### src/rtl/char_pixel_renderer_if.sv
// Scan-position, text-write and glyph-array signals of the character pixel renderer.
// The master side is the surrounding system (timing generator, CPU, glyph memory); the slave is the renderer.
interface char_pixel_renderer_if #(
  parameter int AW = 6
);
  logic [9:0]    hpos;
  logic [9:0]    vpos;
  logic          active;
  logic          wr_en;
  logic [AW-1:0] wr_addr;
  logic [5:0]    wr_data;
  logic [1:0]    glyph_x;
  logic [2:0]    glyph_y;
  logic [35:0]   glyph_bits;
  logic          pixel_out;
  logic          active_out;

  modport master (
    output hpos, vpos, active, wr_en, wr_addr, wr_data, glyph_bits,
    input  glyph_x, glyph_y, pixel_out, active_out
  );

  modport slave (
    input  hpos, vpos, active, wr_en, wr_addr, wr_data, glyph_bits,
    output glyph_x, glyph_y, pixel_out, active_out
  );
endinterface

### src/rtl/char_pixel_renderer.sv
// Text-mode pixel renderer: walks character cells with carry-chained counters, looks up the
// character code, addresses the glyph array and emits one pixel per clock, two cycles behind hpos.
module char_pixel_renderer #(
  parameter int COLS  = 16,
  parameter int ROWS  = 4,
  parameter int SCALE = 2,
  parameter int AW    = 6
) (
  input  logic                  clock,
  input  logic                  rst_n,
  char_pixel_renderer_if.slave  bus
);

  localparam int NCELL = COLS * ROWS;
  localparam int NENT  = 1 << AW;
  localparam int CW    = $clog2(COLS + 1);
  localparam int RW    = $clog2(ROWS + 1);

  logic [5:0]    buffer [NENT];

  logic [2:0]    sx_r, gx_r, sy_r, gy_r;
  logic [CW-1:0] col_r;
  logic [RW-1:0] row_r;
  logic [2:0]    sx_c, gx_c, sy_c, gy_c;
  logic [CW-1:0] col_c;
  logic [RW-1:0] row_c;

  logic          line_start, in_text, visible, ink;
  logic [AW-1:0] rd_addr;

  logic [5:0]    code_p1;
  logic          vis_p1, vld_p1;

  assign line_start = bus.active && (bus.hpos == 10'd0);

  // Registers hold the previous pixel's position; these are the current pixel's.
  always_comb begin
    sx_c  = '0;
    gx_c  = '0;
    col_c = '0;
    if (bus.hpos != 10'd0) begin
      sx_c  = sx_r;
      gx_c  = gx_r;
      col_c = col_r;
      if (32'(sx_r) == SCALE - 1) begin
        sx_c = '0;
        if (gx_r == 3'd4) begin
          gx_c = '0;
          if (32'(col_r) < COLS) col_c = col_r + 1'b1;
        end else begin
          gx_c = gx_r + 3'd1;
        end
      end else begin
        sx_c = sx_r + 3'd1;
      end
    end
  end

  always_comb begin
    sy_c  = sy_r;
    gy_c  = gy_r;
    row_c = row_r;
    if (line_start) begin
      if (bus.vpos == 10'd0) begin
        sy_c  = '0;
        gy_c  = '0;
        row_c = '0;
      end else if (32'(sy_r) == SCALE - 1) begin
        sy_c = '0;
        if (gy_r == 3'd5) begin
          gy_c = '0;
          if (32'(row_r) < ROWS) row_c = row_r + 1'b1;
        end else begin
          gy_c = gy_r + 3'd1;
        end
      end else begin
        sy_c = sy_r + 3'd1;
      end
    end
  end

  always_comb begin
    in_text = (32'(col_c) < COLS) && (32'(row_c) < ROWS);
    visible = bus.active && in_text && (gx_c < 3'd4) && (gy_c < 3'd5);
    rd_addr = in_text ? AW'(int'(row_c) * COLS + int'(col_c)) : '0;
    ink     = (code_p1 < 6'd36) ? bus.glyph_bits[code_p1] : 1'b0;
  end

  // Text buffer: a write lands at the edge, so a same-edge read sees the old code.
  always_ff @(posedge clock or negedge rst_n) begin
    if (!rst_n) begin
      for (int i = 0; i < NENT; i++) buffer[i] <= 6'd63;
    end else if (bus.wr_en && (32'(bus.wr_addr) < NCELL)) begin
      buffer[bus.wr_addr] <= bus.wr_data;
    end
  end

  // Stage 1: counters advance, glyph address and character code registered
  always_ff @(posedge clock or negedge rst_n) begin
    if (!rst_n) begin
      sx_r        <= '0;
      gx_r        <= '0;
      col_r       <= '0;
      sy_r        <= '0;
      gy_r        <= '0;
      row_r       <= '0;
      bus.glyph_x <= '0;
      bus.glyph_y <= '0;
      code_p1     <= '0;
      vis_p1      <= 1'b0;
      vld_p1      <= 1'b0;
    end else begin
      sx_r    <= sx_c;
      gx_r    <= gx_c;
      col_r   <= col_c;
      sy_r    <= sy_c;
      gy_r    <= gy_c;
      row_r   <= row_c;
      // Gap column/row hold the last ink address so the glyph array sees no extra toggles.
      if (gx_c != 3'd4) bus.glyph_x <= gx_c[1:0];
      if (gy_c != 3'd5) bus.glyph_y <= gy_c;
      code_p1 <= buffer[rd_addr];
      vis_p1  <= visible;
      vld_p1  <= bus.active;
    end
  end

  // Stage 2: pick the character's bit from the glyph slice
  always_ff @(posedge clock or negedge rst_n) begin
    if (!rst_n) begin
      bus.pixel_out  <= 1'b0;
      bus.active_out <= 1'b0;
    end else begin
      bus.pixel_out  <= vis_p1 && ink;
      bus.active_out <= vld_p1;
    end
  end

endmodule

### src/flat_wrapper.sv
// flat-port wrapper written by rule: the top's interface ports become plain ports
module char_pixel_renderer_flat 
#(
  parameter int COLS  = 16,
  parameter int ROWS  = 4,
  parameter int SCALE = 2,
  parameter int AW    = 6
)
  (clock, rst_n, bus_hpos, bus_vpos, bus_active, bus_wr_en, bus_wr_addr, bus_wr_data, bus_glyph_bits, bus_glyph_x, bus_glyph_y, bus_pixel_out, bus_active_out);
  char_pixel_renderer_if #(.AW(AW)) bus_i ();
  input  logic clock;
  input  logic rst_n;
  input wire logic [$bits(bus_i.hpos)-1:0] bus_hpos;
  input wire logic [$bits(bus_i.vpos)-1:0] bus_vpos;
  input wire logic [$bits(bus_i.active)-1:0] bus_active;
  input wire logic [$bits(bus_i.wr_en)-1:0] bus_wr_en;
  input wire logic [$bits(bus_i.wr_addr)-1:0] bus_wr_addr;
  input wire logic [$bits(bus_i.wr_data)-1:0] bus_wr_data;
  input wire logic [$bits(bus_i.glyph_bits)-1:0] bus_glyph_bits;
  output wire logic [$bits(bus_i.glyph_x)-1:0] bus_glyph_x;
  output wire logic [$bits(bus_i.glyph_y)-1:0] bus_glyph_y;
  output wire logic [$bits(bus_i.pixel_out)-1:0] bus_pixel_out;
  output wire logic [$bits(bus_i.active_out)-1:0] bus_active_out;
  assign bus_i.hpos = bus_hpos;
  assign bus_i.vpos = bus_vpos;
  assign bus_i.active = bus_active;
  assign bus_i.wr_en = bus_wr_en;
  assign bus_i.wr_addr = bus_wr_addr;
  assign bus_i.wr_data = bus_wr_data;
  assign bus_i.glyph_bits = bus_glyph_bits;
  assign bus_glyph_x = bus_i.glyph_x;
  assign bus_glyph_y = bus_i.glyph_y;
  assign bus_pixel_out = bus_i.pixel_out;
  assign bus_active_out = bus_i.active_out;
  char_pixel_renderer #(.COLS(COLS), .ROWS(ROWS), .SCALE(SCALE), .AW(AW)) u_core (.clock(clock), .rst_n(rst_n), .bus(bus_i));
endmodule
### config.mk
export PLATFORM = sky130hd
export DESIGN_NAME = char_pixel_renderer_flat
export DESIGN_NICKNAME = d
export VERILOG_FILES = /design/src/rtl/char_pixel_renderer_if.sv /design/src/rtl/char_pixel_renderer.sv /design/src/flat_wrapper.sv
export SDC_FILE = /design/constraint.sdc
export NUM_CORES = 1
export LEC_CHECK = 0
export CAP_MARGIN = 25
export CORE_ASPECT_RATIO = 1.75
export CORE_MARGIN = 1.5
export CORE_UTILIZATION = 60
export CTS_BUF_LIST = sky130_fd_sc_hd__clkbuf_8 sky130_fd_sc_hd__clkbuf_16
export DETAILED_ROUTE_END_ITERATION = 10
export HOLD_SLACK_MARGIN = 0.02
export MAX_ROUTING_LAYER = met4
export PLACE_DENSITY = 0.9
export SLEW_MARGIN = 20
export SYNTH_ARGS = -nofsm -noshare
export SYNTH_HDL_FRONTEND = slang
export SYNTH_SLANG_ARGS = --single-unit
### constraint.sdc
create_clock -name clock -period 3.99 [get_ports clock]
set_input_delay 0.798 -clock clock [delete_from_list [all_inputs] [get_ports clock]]
set_output_delay 0.798 -clock clock [all_outputs]
set_load 0.01 [all_outputs]
==> run_results.csv <==
group,metric,value,unit
status,status,"completed",
floorplanning,coreArea,33900,um2
clock_network,cts_tree,"done",
routing,drt_first_pass_iters,6,
clock_network,htreeDepth,2,
synth,netlist_area,20700,um2
synth,synth_top_flop_cell,"dfstp_2",
worst_setup_path,critPathCaptureType,"register",
sta,final.min_clock_period,3.93,ns
clock_network,path_clk_slew,0.07,ns
sta,worstMarginPinSlew,1.17,ns
sta,slew_viol_final,0,
run,drv_cap,0,
floorplanning,io_pins,79,
pwr,powerDensity,470,nW/um2
synth,yosysMostFrequentCell,"mux2_2",
global_routing,grt_max_degree,99,
clock_network,cts_root_buffer,"clkbuf_16",
routing,post-route-drc-count,0,
sta,slew_headroom,21.9,%
worst_setup_path,path_cells,"clkdlybuf4s50_1 > or4_4 > or3_4 > buf_4 > o21ai_2 > inv_2 > nand2_1 > buf_4 > o221ai_1 > o211ai_1 > nand4_1 > o311a_1",
floorplanning,num_rows,89,
clock_network,cts_buffers,37,
hold_path,hold_class,"in -> async",
placed_design,dp.cells,2266,
worst_setup_path,cp_num_cells,12,
final_layout,drive_above_1_share,55.3,%
floorplanning,dieArea,35600,um2
worst_setup_path,cp.required,4.43,ns
synth,synthTopCellsByArea,"dfstp_2 (49%), mux2_2 (21%), dfrtp_1 (4.2%)",
synth,ys_seq_area_share,53.0,%
worst_setup_path,max_stage_delay,0.57,ns
routing,wl_per_cell,28.5,um
global_routing,gr-total-overflow,0,
routing,routed_wl,66600,um
routing,via_count,16300,
worst_setup_path,r2r-start,"u_core.gx_r[0]",
worst_setup_path,crit_top_cell,"buf_4",
worst_setup_path,critPathBufInv,4,
synth,yosysUniqueCellTypes,84,
worst_setup_path,crit_type,"in -> reg",
pwr,finalPower,11.4,mW
synth,ys_top_cells_by_count,"mux2_2 (391), dfstp_2 (384), nand2_1 (160)",
synth,avgSynthCellArea,12.3,um2
worst_setup_path,slowest_stage,"or4_4",
final_layout,fin_nets,1928,
worst_setup_path,startpoint_type,"input port",
worst_setup_path,r2r-end,"u_core.code_p1[3]",
worst_setup_path,crit_fanout,11,
routing,routed_via_density,7.00,
sta,skew,0.0170,ns
clock_network,clkLatencyLatePin,0.56,ns
worst_setup_path,reg2reg_depth,11,
global_routing,grt_pass1_vias,17200,
final_layout,stdcell_count,2336,
global_routing,grt_antenna_before_repair,2,
synth,yosysTopAreaCell,"dfstp_2",
synth,synth-edff-count,0,
routing,drt_iter0_markers,2114,
pwr,leakagePower,9.83,nW
final_layout,area_delta_synth_final,17.2,%
floorplanning,dieWidth,143,um
final_layout,utilization,71.6,%
synth,syn_nets,1760,
global_routing,track_usage,39.4,%
clock_network,cts_buffer_depth,3,
synth,synth_top_area_share,48.8,%
placed_design,io_buffers,78,
placed_design,routabilityCongestion,1.05,
sta,period_share,98.4,%
synth,yosys_warnings,0,
floorplanning,die_y,249,um
global_routing,grt_pass1_wl,101000,um
worst_setup_path,r2r_slack,0.18,ns
sta,setup_violations,0,
worst_setup_path,path_delay_family,"simple AND/OR/NAND/NOR gates",
clock_network,clkSinkCount,419,
synth,ys_ff_latch,419,
floorplanning,start_util,61.1,%
synth,syn_inst,1683,
pwr,ir_drop,0.332,mV
sta,fin_tns_setup,0,ns
routing,ant_nets,0,
placed_design,dp_hpwl,43700,um
worst_setup_path,cp.arrival,4.37,ns
sta,fmax,255,MHz
sta,final-hold-violation-count,0,
sta,grt_setup_unrepaired,"false",
clock_network,post_cts_buffers,0,
synth,async_reset_ff_share,100,%
## state kept, by name (all words and copies together) (netlist names)
name / cells
u_core.bus.pixel_out: 1
u_core.col_r: 5
u_core.vis_p1: 1
u_core.vld_p1: 1
u_core.buffer: 384
u_core.bus.glyph_y: 3
u_core.gx_r: 3
u_core.sx_r: 3
u_core.gy_r: 3
u_core.code_p1: 6
u_core.row_r: 3
u_core.sy_r: 3
u_core.bus.active_out: 1
u_core.bus.glyph_x: 2
## how the worst max path moves through the flow
stage	from	end	slack [ns]
floorplan	bus_hpos[7]	u_core.code_p1[4]	0.06
global placement	bus_hpos[7]	u_core.code_p1[3]	-0.17
detailed placement	bus_hpos[7]	u_core.code_p1[5]	-0.17
CTS	u_core.gx_r[0]	u_core.code_p1[3]	0.18
global route	bus_hpos[7]	u_core.code_p1[0]	0.02
finish	bus_hpos[7]	u_core.code_p1[0]	0.06
## cell usage in the layout, fill, tap and decap left out, types with 15 or more instances in the layout
| cell | netlist | layout |
|---|---|---|
| a211oi_1 | 15 | 15 |
| a21oi_1 | 34 | 34 |
| a31oi_1 | 20 | 20 |
| buf_12 | 0 | 16 |
| buf_4 | 6 | 137 |
| clkbuf_16 | 0 | 40 |
| clkdlybuf4s50_1 | 0 | 71 |
| dfrtp_1 | 35 | 35 |
| dfstp_2 | 384 | 384 |
| mux2_2 | 391 | 391 |
| mux2i_1 | 56 | 56 |
| nand2_1 | 160 | 160 |
| nand3_1 | 42 | 42 |
| nor2_1 | 124 | 124 |
| nor3_1 | 30 | 30 |
| o211ai_1 | 21 | 21 |
| o21ai_0 | 22 | 21 |
| o221ai_1 | 23 | 23 |
| o22ai_1 | 17 | 17 |
## worst reg2reg max path: cells and delay by family (launching register included)
kind                     cells  cell delay [ns]
buffers and inverters        2             0.32
AO/OA/AOI/OAI                4             1.46
adder cells (fa/ha/maj)      1             0.27
AND/OR/NAND/NOR              4             1.29
flip-flops                   1             0.41
## layout make-up
type	count	area, um2
well taps	455	569
fillers	2083	9620
flip-flops and latches	419	11000
multi-input cells	1154	9230
repair buffers	231	2100
clock buffers	45	1070
clock inverters	22	263
inverters	8	30.0
diodes	2	5.00
## logic make-up (layout without fill, tap and decap cells)
group                    Yosys count  after routing  synth area share, %
AO/OA/AOI/OAI                    241            241                 8.55
XOR/XNOR                           5              5                0.212
adder cells (fa/ha/maj)            5              5                0.303
buffers and inverters            110            306                 2.51
flip-flops                       419            419                 53.0
multiplexers                     459            459                 25.3
other                              0              2                    0
AND/OR/NAND/NOR                  444            444                 10.1
## metrics by stage
step                instance area (um2)  setup slack, ns  hold WS [ns]
floorplan                         20700           0.0599         0.331
global placement                  22900           -0.170         0.338
detailed placement                22900           -0.174         0.345
CTS                               24200            0.175         0.318
global route                      24200           0.0233         0.357
finish                            24200           0.0640         0.331
## report_power, final
| group | switching, mW | leakage (nW) | internal, mW |
|---|---|---|---|
| registers | 0.421 | 4.45 | 5.20 |
| clock network | 1.65 | 0.678 | 2.30 |
| logic | 0.956 | 4.70 | 0.852 |
| total | 3.03 | 9.83 | 8.35 |
## repair_timing
| item | 4_1_cts | 5_1_grt |
|---|---|---|
| gates resized for setup | 0 | 2 |
| endpoints found under the setup margin | 0 | 4 |
| hold buffers | 0 | 0 |
## layer usage
layer  track usage, %  up-vias  part of all wire [%]
met1             42.6     8085                    33
met4             32.5        0                    11
li1                 -     6525                     -
met5                -        -                     0
met3             10.4      509                    10
met2             59.9     1223                    47
Power figures use the tool's default switching activity.
